File: src/rtl/quick_spi_slave.sv
// SPI responder: oversamples sclk/ss_n/mosi in the clk domain, deserialises mosi
// into RX words and streams TX words onto miso, with valid-pulse handshakes.
module quick_spi_slave #(
    parameter int   DATA_WIDTH      = 16,
    parameter int   CPOL            = 0,
    parameter int   CPHA            = 0,
    parameter int   BITS_ORDER      = 1,
    parameter logic MISO_IDLE_VALUE = 1'b0,
    parameter int   COUNT_WIDTH     = 8
) (
    input  logic                   clk,
    input  logic                   reset,
    input  logic                   enable,
    input  logic                   sclk,
    input  logic                   ss_n,
    input  logic                   mosi,
    output logic                   miso,
    output logic                   miso_oe,
    input  logic [DATA_WIDTH-1:0]  tx_data,
    output logic                   tx_load,
    output logic [DATA_WIDTH-1:0]  rx_data,
    output logic                   rx_valid,
    output logic                   frame_active,
    output logic                   frame_end,
    output logic [COUNT_WIDTH-1:0] frame_bits
);

    localparam int   CNT_W  = $clog2(DATA_WIDTH + 1);
    localparam logic CPOL_B = (CPOL != 0);

    typedef enum logic [1:0] {WAIT_DESELECT, IDLE, ACTIVE} state_t;

    state_t                  state;
    logic                    sclk_p0, sclk_p1, sclk_p2;
    logic                    ss_p0, ss_p1, ss_p2;
    logic                    mosi_p0, mosi_p1;
    logic [DATA_WIDTH-1:0]   tx_shift;
    logic [DATA_WIDTH-1:0]   rx_shift;
    logic [CNT_W-1:0]        rx_cnt;
    logic [CNT_W-1:0]        tx_cnt;
    logic                    tx_first;
    logic                    lead_edge, trail_edge, sample_edge, shift_edge;
    logic                    ss_fall, ss_rise;
    logic [DATA_WIDTH-1:0]   tx_ordered;

    // The TX shift register always emits from its MSB, so LSB-first words are mirrored on load.
    function automatic logic [DATA_WIDTH-1:0] order_word(input logic [DATA_WIDTH-1:0] w);
        logic [DATA_WIDTH-1:0] r;
        for (int i = 0; i < DATA_WIDTH; i++)
            r[i] = (BITS_ORDER != 0) ? w[i] : w[DATA_WIDTH-1-i];
        return r;
    endfunction

    // Synchroniser stages p0/p1, history p2 for edge detection
    always_ff @(posedge clk or posedge reset) begin
        if (reset) begin
            sclk_p0 <= CPOL_B;
            sclk_p1 <= CPOL_B;
            sclk_p2 <= CPOL_B;
            ss_p0   <= 1'b0;
            ss_p1   <= 1'b0;
            ss_p2   <= 1'b0;
            mosi_p0 <= 1'b0;
            mosi_p1 <= 1'b0;
        end else begin
            sclk_p0 <= sclk;
            sclk_p1 <= sclk_p0;
            sclk_p2 <= sclk_p1;
            ss_p0   <= ss_n;
            ss_p1   <= ss_p0;
            ss_p2   <= ss_p1;
            mosi_p0 <= mosi;
            mosi_p1 <= mosi_p0;
        end
    end

    assign lead_edge   = (sclk_p1 != CPOL_B) && (sclk_p2 == CPOL_B);
    assign trail_edge  = (sclk_p1 == CPOL_B) && (sclk_p2 != CPOL_B);
    assign sample_edge = (CPHA != 0) ? trail_edge : lead_edge;
    assign shift_edge  = (CPHA != 0) ? lead_edge : trail_edge;
    assign ss_fall     = ss_p2 && !ss_p1;
    assign ss_rise     = !ss_p2 && ss_p1;
    assign tx_ordered  = order_word(tx_data);

    // Frame control, serialiser and deserialiser
    always_ff @(posedge clk or posedge reset) begin
        if (reset) begin
            state        <= WAIT_DESELECT;
            miso         <= MISO_IDLE_VALUE;
            miso_oe      <= 1'b0;
            tx_load      <= 1'b0;
            rx_data      <= '0;
            rx_valid     <= 1'b0;
            frame_active <= 1'b0;
            frame_end    <= 1'b0;
            frame_bits   <= '0;
            tx_shift     <= '0;
            rx_shift     <= '0;
            rx_cnt       <= '0;
            tx_cnt       <= '0;
            tx_first     <= 1'b0;
        end else begin
            tx_load   <= 1'b0;
            rx_valid  <= 1'b0;
            frame_end <= 1'b0;
            case (state)
                WAIT_DESELECT: begin
                    miso_oe      <= 1'b0;
                    miso         <= MISO_IDLE_VALUE;
                    frame_active <= 1'b0;
                    if (ss_p1)
                        state <= IDLE;
                end
                IDLE: begin
                    if (ss_fall) begin
                        if (enable) begin
                            tx_load      <= 1'b1;
                            tx_shift     <= tx_ordered;
                            miso         <= tx_ordered[DATA_WIDTH-1];
                            miso_oe      <= 1'b1;
                            frame_active <= 1'b1;
                            frame_bits   <= '0;
                            rx_cnt       <= '0;
                            tx_cnt       <= '0;
                            tx_first     <= (CPHA != 0);
                            state        <= ACTIVE;
                        end else begin
                            state <= WAIT_DESELECT;
                        end
                    end
                end
                ACTIVE: begin
                    if (rx_cnt == CNT_W'(DATA_WIDTH)) begin
                        rx_data  <= rx_shift;
                        rx_valid <= 1'b1;
                        rx_cnt   <= '0;
                    end
                    if (ss_rise) begin
                        frame_end    <= 1'b1;
                        miso_oe      <= 1'b0;
                        miso         <= MISO_IDLE_VALUE;
                        frame_active <= 1'b0;
                        state        <= IDLE;
                    end else begin
                        if (sample_edge) begin
                            if (BITS_ORDER != 0)
                                rx_shift <= {rx_shift[DATA_WIDTH-2:0], mosi_p1};
                            else
                                rx_shift <= {mosi_p1, rx_shift[DATA_WIDTH-1:1]};
                            rx_cnt <= (rx_cnt == CNT_W'(DATA_WIDTH)) ? CNT_W'(1) : rx_cnt + 1'b1;
                            if (frame_bits != '1)
                                frame_bits <= frame_bits + 1'b1;
                        end
                        if (shift_edge) begin
                            // Under CPHA=1 the first leading edge re-presents bit 0.
                            if (tx_first) begin
                                tx_first <= 1'b0;
                                miso     <= tx_shift[DATA_WIDTH-1];
                            end else if (tx_cnt == CNT_W'(DATA_WIDTH - 1)) begin
                                tx_load  <= 1'b1;
                                tx_shift <= tx_ordered;
                                miso     <= tx_ordered[DATA_WIDTH-1];
                                tx_cnt   <= '0;
                            end else begin
                                tx_shift <= tx_shift << 1;
                                miso     <= tx_shift[DATA_WIDTH-2];
                                tx_cnt   <= tx_cnt + 1'b1;
                            end
                        end
                    end
                end
                default: state <= WAIT_DESELECT;
            endcase
        end
    end

endmodule
File: config.mk
export PLATFORM = sky130hd
export DESIGN_NAME = quick_spi_slave
export DESIGN_NICKNAME = d
export VERILOG_FILES = /design/src/rtl/quick_spi_slave.sv
export SDC_FILE = /design/constraint.sdc
export NUM_CORES = 1
export LEC_CHECK = 0
export CAP_MARGIN = 20
export CORE_AREA = 3 3 85 87
export CTS_CLUSTER_DIAMETER = 60
export DETAILED_ROUTE_END_ITERATION = 10
export DIE_AREA = 0 0 88 90
export GPL_ROUTABILITY_DRIVEN = 1
export MAX_ROUTING_LAYER = met4
export PLACE_DENSITY = 0.87
export SLEW_MARGIN = 40
export SYNTH_ARGS = -nofsm -noshare
export SYNTH_HDL_FRONTEND = slang
export SYNTH_SLANG_ARGS = --single-unit
File: constraint.sdc
create_clock -name clk -period 7.5 [get_ports clk]
set_input_delay 1.5 -clock clk [delete_from_list [all_inputs] [get_ports clk]]
set_output_delay 1.5 -clock clk [all_outputs]
set_load 0.01 [all_outputs]
==> results of run 1 <==
-- worst max-delay path: cells and delay by family --
kind                   cells  cell delay, ps
AO/OA/AOI/OAI              2             730
AND/OR/NAND/NOR            2             990
buffers and inverters      1             460
-- layout make-up --
class / instances / area [um^2]
sequential: 80 / 2002
clock buffer: 10 / 137.6
clock inverter: 6 / 68.82
timing repair buffer: 53 / 529.3
multi-input combinational: 210 / 1653
fill: 445 / 1898
tap: 77 / 96.34
inverter: 10 / 37.54
-- metal layers --
layer | track usage (%) | up-vias | share of wire [%]
met3 | 5.850 | 14 | 4.4
li1 | - | 1249 | -
met1 | 25.89 | 1336 | 45
met4 | 8.056 | 0 | 1.8
met2 | 32.54 | 53 | 48
met5 | - | - | 0
-- sequential cells by signal (all words and copies together), names as in the netlist, 2 cells and up --
register and flops:
rx_data 16, rx_shift 16, state 2, tx_cnt 5
frame_bits 8, rx_cnt 5, tx_shift 15
-- worst max path at each step --
stage                        end   start
global route        tx_shift[11]  enable
detailed placement  tx_shift[11]  enable
CTS                 tx_shift[11]  enable
floorplan           frame_active   reset
global placement    tx_shift[12]  enable
finish              tx_shift[11]  enable
-- layout by cell type, fill, tap and decap left out, types with 2 or more instances in the layout --
cell | netlist | routed
a211oi_1 | 2 | 2
a21oi_1 | 6 | 6
a21oi_4 | 2 | 2
a22o_1 | 2 | 2
a31oi_1 | 4 | 4
and3_1 | 2 | 2
and4_1 | 2 | 2
clkbuf_8 | 0 | 10
clkdlybuf4s50_1 | 0 | 51
clkinv_4 | 0 | 3
dfrtp_1 | 80 | 80
ha_1 | 8 | 8
inv_1 | 9 | 8
mux2_2 | 34 | 34
mux2i_1 | 19 | 19
nand2_1 | 12 | 12
nand2_2 | 2 | 2
nand2b_1 | 7 | 7
nand3_1 | 12 | 12
nand3b_1 | 4 | 4
nand4b_1 | 2 | 2
nor2_1 | 6 | 6
nor2b_1 | 5 | 5
nor3_1 | 4 | 4
nor3b_1 | 2 | 2
nor4_1 | 2 | 2
nor4b_1 | 2 | 2
o21a_1 | 2 | 2
o21ai_0 | 26 | 26
o21ai_2 | 10 | 10
o31ai_1 | 3 | 3
or3_1 | 2 | 2
or4_1 | 2 | 2
-- through the flow --
| stage | hold slack [ps] | utilization (%) |
|---|---|---|
| 6_report | 353.1 | 70.45 |
| 5_1_grt | 375.2 | 70.45 |
| 4_1_cts | 354.4 | 70.45 |
| 3_5_place_dp | 337.1 | 67.23 |
| 3_3_place_gp | 333.0 | 67.17 |
| 2_1_floorplan | 331.2 | - |
-- power breakdown --
part / internal [mW] / switching, mW / leakage (nW)
combinational: 0.117 / 0.148 / 0.935
clock: 0.164 / 0.161 / 0.102
sequential: 0.487 / 0.0396 / 1.07
total: 0.768 / 0.348 / 2.11
-- cell families (layout without fill, tap and decap cells) --
| family | Yosys count | in the layout | share of synthesized area, % |
|---|---|---|---|
| buf+inv | 25 | 79 | 3.342 |
| simple gates | 76 | 76 | 12.14 |
| compound gates | 72 | 72 | 13.37 |
| fa+ha+maj | 8 | 8 | 2.647 |
| mux | 54 | 54 | 15.55 |
| flops | 80 | 80 | 52.95 |
==> flow_metrics.py, run 1 <==
metrics = {
    "place": {
        "dp_cells": 430,
        "placed_area_um2": 4318,
        "port_buffers": 51,
        "preCtsSetupSlack_ps": 3654,
        "gp_congestion": 0.8427,
        "place.detailed.hpwl_um": 4986,
    },
    "cts": {
        "ctsResizeCount": 0,
        "clk_pin_slew_worst_paths_ps": 80,
        "ctsRootBufferMaster": "clkbuf_8",
        "cts_max_level": 3,
        "cts_max_path_buffers": 2,
        "cts_sinks": 80,
        "numCtsBuffers": 9,
        "cts_tree": "yes",
        "cts_hold_buffers": 0,
        "cts_setup_buffers": 0,
        "clock_latency_ps": 360,
    },
    "detailed_routing": {
        "vias_per_cell": 5.946,
        "wire_per_inst_um": 16.95,
        "drt_wl_total_um": 7559,
        "ant_nets": 0,
        "drt_iter0_drc": 132,
        "first_pass_iters": 4,
        "via_count": 2652,
        "remaining_drc_errors": 0,
    },
    "yosys": {
        "synth_top_area_cell": "dfrtp_1",
        "synth_seq_cells": 80,
        "yosysMostFrequentCell": "dfrtp_1",
        "synthDistinctLibCells": 59,
        "synth_top_area_share_pct": 52.95,
        "post_synth_instance_area_um2": 3781,
        "yosys_warnings": 0,
        "seq_area_frac_synth_pct": 52.95,
        "synth_area_leaders": "dfrtp_1 (53%), mux2_2 (10%), mux2i_1 (5.0%)",
        "synth-async-reset-ratio_pct": 100.0,
        "syn_avg_cell_area_um2": 12.00,
        "synthTopCellsByCount": "dfrtp_1 (80), mux2_2 (34), o21ai_0 (26), mux2i_1 (19)",
        "syn_inst": 315,
        "synth_edf_count": 0,
        "yosys_most_used_dff": "dfrtp_1",
        "synth_fp_nets": 345,
    },
    "job": {
        "drv_cap": 0,
    },
    "worst_setup_path": {
        "worst_setup_path_end_kind": "flop",
        "cp-start-kind": "input pin",
        "r2r_end": "tx_shift[11]",
        "rr_worst_depth": 7,
        "crit_fanout": 28,
        "cp_data_arrival_time_ps": 3680,
        "critical_path_class": "input pin to flop",
        "cpMaxStageDelayCell": "or2_1",
        "critPathMaxStageDelay_ps": 750,
        "path_cells": "clkdlybuf4s50_1 > and4b_4 > a21oi_4 > or2_1 > o21ai_0",
        "rr_startpoint": "state[0]",
        "ff2ff_setup_slack_ps": 4600,
        "cp.required_ps": 7700,
    },
    "floorplan": {
        "fp.dieW_um": 88,
        "fp-row-count": 29,
        "io-pin-count": 52,
        "initial_core_util_pct": 58.87,
        "coreArea_um2": 6422,
        "die_area_um2": 7920,
        "die_y_um": 90,
    },
    "timing": {
        "rsz0062_at_grt": "no",
        "worst_slew_pin_slew_ps": 842.8,
        "skew_ps": 9.980,
        "post-route-period-util_pct": 46.49,
        "relSlewSlack_pct": 43.81,
        "final.min_clock_period_ps": 3487,
        "fin_ws_ps": 4013,
        "setup_viol": 0,
        "setup_tns_ps": 0,
        "drv_slew": 0,
        "hold_viol": 0,
        "fmax_mhz": 286.8,
    },
    "min_path": {
        "min_from": "mosi_p0",
        "hold_end": "mosi_p1",
        "hold_path_class": "flop to flop",
        "whs_path_depth": 0,
    },
    "layout": {
        "drive_gt1_share_pct": 20.33,
        "final_nets": 394,
        "syn_to_final_growth_pct": 19.66,
        "final_area_um2": 4524,
        "final_cells": 446,
        "diodes": 0,
    },
    "power": {
        "power_mw": 1.117,
        "p_per_area_nw_per_um2": 246.8,
        "irDropWorstVdd_v": 0.0002268,
        "leakage_nw": 2.111,
    },
    "global_route": {
        "grt_pass1_wl_um": 12850,
        "grt_util_all_layers_pct": 20.95,
        "grt_overflow_total": 0,
        "antenna_found_initial": 0,
        "grt_max_degree": 81,
        "first_global_vias": 2776,
    },
    "run_status": {
        "status": "finished, final reports clean",
    },
}
Power figures use the tool's default switching activity.
==> run 2, diff against run 1 <==
--- a/config.mk
+++ b/config.mk
@@ -6,13 +6,13 @@
 export NUM_CORES = 1
 export LEC_CHECK = 0
 export CAP_MARGIN = 20
-export CORE_AREA = 3 3 85 87
+export CORE_AREA = 3 3 92 94
 export CTS_CLUSTER_DIAMETER = 60
 export DETAILED_ROUTE_END_ITERATION = 10
-export DIE_AREA = 0 0 88 90
+export DIE_AREA = 0 0 95 97
 export GPL_ROUTABILITY_DRIVEN = 1
 export MAX_ROUTING_LAYER = met4
-export PLACE_DENSITY = 0.87
+export PLACE_DENSITY = 0.79
 export SLEW_MARGIN = 40
 export SYNTH_ARGS = -nofsm -noshare
 export SYNTH_HDL_FRONTEND = slang
==> constraint.sdc (replaced) <==
create_clock -name clk -period 2.8 [get_ports clk]
set_input_delay 0.56 -clock clk [delete_from_list [all_inputs] [get_ports clk]]
set_output_delay 0.56 -clock clk [all_outputs]
set_load 0.01 [all_outputs]
==> flow_metrics.py, run 2 (same netlist as run 1, synthesis figures left out) <==
metrics = {
    "worst_setup_path": {
        "crit_fanout": 16,
        "cp.required_ps": 3030,
        "critical_path_class": "flop to flop",
        "rr_startpoint": "state[0]",
        "worst_setup_path_end_kind": "flop",
        "rr_worst_depth": 7,
        "ff2ff_setup_slack_ps": 510,
        "cpMaxStageDelayCell": "or2_1",
        "path_cells": "inv_1 > ha_1 > clkinv_1 > a21oi_4 > or2_1 > buf_4 > o21ai_2",
        "cp-start-kind": "flop",
        "cp.depth": 7,
        "r2r_end": "tx_shift[3]",
        "critPathMaxStageDelay_ps": 570,
        "path_buf_inv": 3,
        "cp_data_arrival_time_ps": 2520,
        "cp_top_family": "simple AND/OR/NAND/NOR gates",
    },
    "min_path": {
        "hold_end": "sclk_p1",
        "min_from": "sclk_p0",
        "whs_path_depth": 0,
        "hold_path_class": "flop to flop",
    },
    "detailed_routing": {
        "drt_wl_total_um": 7240,
        "remaining_drc_errors": 0,
        "via_count": 2629,
        "first_pass_iters": 4,
        "wire_per_inst_um": 15.15,
        "drt_iter0_drc": 121,
        "ant_nets": 0,
        "vias_per_cell": 5.500,
    },
    "timing": {
        "setup_tns_ps": 0,
        "fmax_mhz": 436.8,
        "setup_viol": 0,
        "skew_ps": 11.99,
        "holdWs_ps": 357.7,
        "relSlewSlack_pct": 53.06,
        "hold_viol": 0,
        "post-route-period-util_pct": 81.76,
        "worst_slew_pin_slew_ps": 703.0,
        "drv_slew": 0,
        "rsz0062_at_grt": "no",
        "final.min_clock_period_ps": 2289,
    },
    "place": {
        "place.detailed.hpwl_um": 4831,
        "gp_congestion": 0.8062,
        "port_buffers": 51,
    },
    "global_route": {
        "first_global_vias": 2702,
        "grt_overflow_total": 0,
        "grt_pass1_wl_um": 12810,
        "antenna_found_initial": 0,
        "grt_max_degree": 36,
        "grt_util_all_layers_pct": 17.94,
    },
    "run_status": {
        "status": "finished, final reports clean",
    },
    "layout": {
        "final_cell_mix": "dfrtp_1 (80), clkdlybuf4s50_1 (51), mux2_2 (34)",
        "final_common_cell": "dfrtp_1",
        "syn_to_final_growth_pct": 22.27,
        "n_fill_cell": 616,
        "diodes": 0,
        "drive_gt1_share_pct": 21.81,
        "largestRegisters": "rx_data: 16 flops, rx_shift: 16 flops, tx_shift: 15 flops",
        "final_nets": 401,
    },
    "cts": {
        "numCtsBuffers": 9,
        "ctsResizeCount": 0,
        "clock_latency_ps": 350,
        "cts_max_path_buffers": 2,
        "cts_tree": "yes",
        "ctsRootBufferMaster": "clkbuf_8",
        "cts_sinks": 80,
        "cts_setup_buffers": 0,
        "clk_pin_slew_worst_paths_ps": 90,
        "cts_max_level": 3,
        "cts_hold_buffers": 0,
    },
    "floorplan": {
        "io-pin-count": 52,
        "coreArea_um2": 7727,
        "fp-row-count": 32,
        "fp.dieW_um": 95,
        "die_y_um": 97,
        "die_area_um2": 9215,
        "initial_core_util_pct": 48.93,
    },
    "power": {
        "p_per_area_nw_per_um2": 660.7,
        "irDropWorstVdd_v": 0.0004339,
        "leakage_nw": 2.149,
    },
    "job": {
        "drv_cap": 0,
    },
}
==> run 2: how the worst max path moves through the flow <==
stage	from	end
finish	state[0]	tx_shift[3]
global route	state[0]	tx_shift[3]
CTS	state[0]	tx_shift[3]
detailed placement	enable	frame_bits[0]
global placement	enable	frame_bits[0]
floorplan	reset	frame_active
==> run 2: area by class of cell <==
cell class                      instances  area [um^2]  area share [%]
Multi-Input combinational cell        210         1653           35.75
Clock inverter                          6        75.07           1.624
Sequential cell                        80         2002           43.30
Inverter                               10        37.54          0.8119
Tap cell                              102        127.6           2.760
Timing Repair Buffer                   60        590.6           12.77
Clock buffer                           10        137.6           2.977
==> run 2: stage by stage <==
step / std cells / setup slack (ps) / util, % / total power [mW] / instance area [um^2]
finish: 478 / 510.7 / 59.83 / 3.054 / 4623
global route: 478 / 334.5 / 59.83 / 3.235 / 4623
CTS: 478 / 524.6 / 59.83 / 3.077 / 4623
detailed placement: 462 / 363.5 / 57.08 / 2.172 / 4410
global placement: 462 / 370.2 / 57.08 / 2.154 / 4410
floorplan: 315 / 188.3 / - / 1.956 / 3781
==> run 2: worst reg2reg max path: stages (launching register included) <==
cell	delay [ps]
dfrtp_1	410
inv_1	100
ha_1	420
clkinv_1	210
a21oi_4	140
or2_1	570
buf_4	260
o21ai_2	60
==> run 2: routing by layer <==
metal  GRT usage [%]  share of wire (%)
met1           24.45                 48
met2           26.30                 47
met3           4.666                3.9
met4           5.660                1.1
met5               -                  0
==> run 2: where the power goes <==
group	internal [mW]	leakage [nW]	switching, mW
clock network	0.449	0.105	0.451
logic	0.344	0.971	0.406
registers	1.30	1.07	0.100
total	2.10	2.15	0.957
